<file path="src/rtl/mano_ir_reg.sv">
// Mano basic computer instruction register: captures the fetched word at T1
// and decodes the indirect bit, one-hot opcode, address field and instruction class.
module mano_ir_reg #(
  parameter int unsigned WIDTH  = 16,
  parameter logic [2:0]  LOAD_T = 3'b001
) (
  input  logic             CLK,
  input  logic             RST,
  input  logic [WIDTH-1:0] IN_IR,
  input  logic [2:0]       t,
  output logic [WIDTH-1:0] Q_IR,
  output logic             I_BIT,
  output logic [7:0]       D,
  output logic [11:0]      ADDR,
  output logic             REG_REF,
  output logic             IO_REF,
  output logic             MEM_REF
);

  always_ff @(posedge CLK or posedge RST) begin
    if (RST)
      Q_IR <= '0;
    else if (t == LOAD_T)
      Q_IR <= IN_IR;
  end

  // Field positions are fixed by the 16-bit Mano instruction format.
  always_comb begin
    D              = '0;
    D[Q_IR[14:12]] = 1'b1;
  end

  assign I_BIT   = Q_IR[15];
  assign ADDR    = Q_IR[11:0];
  assign REG_REF = D[7] & ~I_BIT;
  assign IO_REF  = D[7] &  I_BIT;
  assign MEM_REF = ~D[7];

endmodule

</file>
<file path="config.mk">
export PLATFORM = sky130hd
export DESIGN_NAME = mano_ir_reg
export DESIGN_NICKNAME = d
export VERILOG_FILES = /design/src/rtl/mano_ir_reg.sv
export SDC_FILE = /design/constraint.sdc
export NUM_CORES = 1
export LEC_CHECK = 0
export CORE_MARGIN = 2
export CORE_UTILIZATION = 35
export CTS_CLUSTER_DIAMETER = 50
export DETAILED_ROUTE_END_ITERATION = 8
export PLACE_DENSITY = 0.83
export SLEW_MARGIN = 20
export SYNTH_ARGS = -nofsm -noshare
export SYNTH_HDL_FRONTEND = slang
export SYNTH_SLANG_ARGS = --single-unit
</file>
<file path="constraint.sdc">
create_clock -name CLK -period 2.6 [get_ports CLK]
set_input_delay 0.52 -clock CLK [delete_from_list [all_inputs] [get_ports CLK]]
set_output_delay 0.52 -clock CLK [all_outputs]
set_load 0.005 [all_outputs]
</file>
== Word level (Yosys, flattened, before mapping) ==
Cells that the tools add are included.

* Bits in registers: 16
* Output and inout bits: 40
* Logic and storage cells: 11

* Order comparisons: 2
* Eq/ne operators: 1
* Mux-type cells: 2
* Bitwise operators: 4
* Reduce and logical (&&, ||, !) cells: 1

{| class="wikitable"
|+ Operators by type and width
! cell !! number
|-
| less-than comparator 3 x 4 -> 1 bit (second input constant) || 1
|-
| demux 1 bit (select 3 bit) || 1
|-
| equality test 3 x 1 -> 1 bit (second input constant) || 1
|-
| >= comparator 3 x 1 -> 1 bit (second input constant) || 1
|-
| AND 1 bit || 2
|-
| inverter 1 bit || 2
|-
| logical AND 1 bit || 1
|-
| 2-to-1 mux 1 bit || 1
|}

== Depth between registers and ports, before layout ==
* Word-level depth: 5
* Mapped depth: 4
* Depth with buffers taken out: 3

== Least setup slack after synthesis ==
Ideal clock, no wire load.

* Path kind: reg-to-output
* Start: reg Q_IR[13]
* End: out IO_REF
* Arrival: 0.960 ns
* Data required time: 2.080 ns
* Slack: 1.120 ns
* Stages on the path, launching flop included: 5
* Buffers on the path: 1
* Path through: dfrtp_1 > clkbuf_1 > nand3_1 > inv_1 > and2_1

* Cells in the longest elaborated chain, start to end: 5

{| class="wikitable"
|+ Ends and longest elaborated chain
! element !! line !! RTL
|-
| from (decl) || 11 || <nowiki>output logic [WIDTH-1:0] Q_IR,</nowiki>
|-
| from (signal assigned) || 22 || <nowiki>Q_IR <= '0;</nowiki>
|-
| from (signal assigned) || 24 || <nowiki>Q_IR <= IN_IR;</nowiki>
|-
| less-than comparator 3 x 4 -> 1 bit (not written as such) or >= comparator 3 x 1 -> 1 bit (tied branches) || 30 || <nowiki>D[Q_IR[14:12]] = 1'b1;</nowiki>
|-
| logical AND 1 bit (not written as such) || 30 ||
|-
| 2-to-1 mux 1 bit (not written as such) || 30 ||
|-
| demux 1 bit (select 3 bit) * || 30 ||
|-
| named net D[7] || 13 || <nowiki>output logic [7:0] D,</nowiki>
|-
| AND 1 bit * || 36 || <nowiki>assign IO_REF = D[7] & I_BIT;</nowiki>
|-
| to (decl) || 16 || <nowiki>output logic IO_REF,</nowiki>
|}

The timed path passes the listed nets; every way through them passes the cells marked *.

== Worst setup path in the final report ==
* Start: reg Q_IR[13]
* End: out IO_REF

* Cells in the longest elaborated chain, start to end: 5

{| class="wikitable"
|+ Ends and longest elaborated chain
! element !! line
|-
| less-than comparator 3 x 4 -> 1 bit (not written as such) or >= comparator 3 x 1 -> 1 bit (tied branches) || 30
|-
| logical AND 1 bit (not written as such) || 30
|-
| 2-to-1 mux 1 bit (not written as such) || 30
|-
| demux 1 bit (select 3 bit) * || 30
|-
| AND 1 bit * || 36
|}

Every way passes the cells marked *; elsewhere a longest branch is shown, timed or not.

==> reports/qor.txt <==
Worst EP required -> 2.08 ns
Least-Margin Pin Slew -> 0.581 ns
Fin worst setup slack -> 0.426 ns
Routability congestion estimate -> 0.742
H-tree levels -> 1
# IOs -> 61
Share of cells above drive strength 1 -> 0.191
Reg2reg end -> Q_IR[12]
Status -> finished clean
Total of warnings raised by yosys -> 0
Final setup violation count -> 0
Cell Rows -> 17
R2R Setup Slk -> 1.71 ns
DR iter-0 viols -> 5
Fin. max-slew vios -> 0
R2r worst-path depth -> 1
Global route overflow -> 0
Max-slew headroom -> 0.612
Total number of vias -> 609
Final TNS setup -> 0 ns
Final Hold Violating Endpoints -> 0
Routed WL -> 1.76 mm
P_leak -> 0.548 nW
Gate count of the mapped netlist -> 63
Area delta synth->final -> 67.9%
First-pass DRT Iterations -> 2
CTS tree -> done
Crit share post-route -> 0.836
Vias per std cell -> 4.41
FF-to-FF Start -> Q_IR[12]
Peak supply drop -> 0.000306 V
I/O Buffers -> 60
Max cap viols -> 0
Endpoint type of the worst setup path -> primary output
CTS Hold Bufs -> 0
CP startpoint kind -> flop
Register area share after synthesis -> 0.502
Critical Path AT -> 1.65 ns
GRT Util Overall -> 0.137
Max reg flops -> 16
CP Max Fanout -> 10
Initial antenna violation count -> 0
Largest net degree at the start of global routing -> 17
Top reg by flops -> Q_IR
Synthesized net count -> 84
Total Die Area -> 2680 sq um
Mean Syn Cell Area -> 12.7 sq um
Flops & latches, synth -> 16
Min cycle time layout -> 2.17 ns
Core area -> 2190 sq um
Post-synth cell types -> 14
Ant. Diodes -> 0
Vias in the first global route -> 591
TritonCTS Buffers -> 3
End point of the critical path -> IO_REF
CTS Root Cell -> clkbuf_4
Critical path startpoint -> Q_IR[13]
Dpl ws -> 0.695 ns
Die Wd -> 51.8 um
Yosys top cell by area -> dfrtp_1
Remaining DRCs -> 0
Max Root-Sink Buffers -> 2
Post-DRT Antenna Nets -> 0
Synthesized area -> 798 sq um
Hold crit path type -> flop to flop
Die extent in y -> 51.8 um
Clock Latency Late Sink -> 0.28 ns
Synth top area share -> 0.502
Clock Skew -> 0 ns
Worst setup path category -> flop to primary output
Clk slew on worst S/H paths -> 0.09 ns
WL/cell -> 12.8 um
Initial core utilization -> 0.364
First-pass GRT wire length -> 2.71 mm
Top Registers -> Q_IR: 16 flops
Clk sinks -> 16
Post-CTS Setup Repair Bufs -> 0
RSZ-0062 raised after global routing -> false
Main area contributors after synthesis -> dfrtp_1 50%, mux2_2 23%, buf_4 12%
Fmax -> 460 MHz
Nets -> 133
CTS resizes -> 0
PwrDens -> 601 nW/um^2
cells by family after synthesis:
group / Yosys count / share of synthesized area
and+or+nand+nor: 12 / 0.108
buffers and inverters: 19 / 0.165
DFF: 16 / 0.502
muxes: 16 / 0.226
how the worst min path moves through the flow:
stage,startpoint,to,slack (ns),cells past startpoint
floorplan,RST,Q_IR[0],0.43,1
global placement,Q_IR[11],Q_IR[11],0.52,1
detailed placement,Q_IR[9],Q_IR[9],0.53,1
CTS,Q_IR[9],Q_IR[9],0.55,1
global route,Q_IR[8],Q_IR[8],0.56,1
finish,Q_IR[4],Q_IR[4],0.54,1
synth_stat cells:
cell type,number
buf_8,1
nor3_1,1
and2_1,1
mux2_2,16
inv_1,2
nand2_1,1
clkbuf_1,3
buf_4,13
nor3b_1,3
nand3_1,1
nor2_1,2
nor3b_4,1
dfrtp_1,16
and3b_1,2
per-stage QoR:
step	total power (W)	hold slack [ns]	util	instance area [sq um]	std cells
2_1_floorplan	0.000487	0.434	-	798	63
3_3_place_gp	0.000679	0.516	0.601	1320	135
3_5_place_dp	0.000692	0.526	0.601	1320	135
4_1_cts	0.000815	0.548	0.612	1340	138
5_1_grt	0.000851	0.562	0.612	1340	138
6_report	0.000806	0.541	0.612	1340	138
layout make-up:
cell class              count  area [sq um]
flip-flops and latches     16           400
repair buffers             61           608
inverters                   2          7.51
fillers                   174           851
multi-input cells          28           267
clock buffers               3          22.5
well taps                  28          35.0
layer usage:
metal  GRT usage  wire length, um  up-vias
met2       0.246              923       27
met4      0.0789               27        0
met3      0.0172              126        2
li1            -                -      297
met1       0.155              683      283
met5           0                0        -
cells in the final DEF, fill, tap and decap left out, drive strengths merged:
cell type      synthesis  routed
clkbuf                 3       3
buf                   14       1
nand2                  1       1
dfrtp                 16      16
nor3b                  4       4
mux2                  16      16
nor3                   1       1
clkdlybuf4s50          0      60
and2                   1       1
inv                    2       2
nand3                  1       1
nor2                   2       2
and3b                  2       2
critical path: stages, from the launching register on:
cell             delay (ns)
dfrtp_1                0.49
nand3_1                0.17
inv_1                  0.10
and2_1                 0.12
clkdlybuf4s50_1        0.49
power breakdown:
part           internal, W  total (W)  leakage [nW]  switching [W]
Sequential        0.000296   0.000346         0.189      0.0000502
Combinational     0.000250   0.000334         0.345      0.0000834
Clock            0.0000537   0.000126        0.0138      0.0000720
No activity file was read; power rests on OpenSTA's default activity.
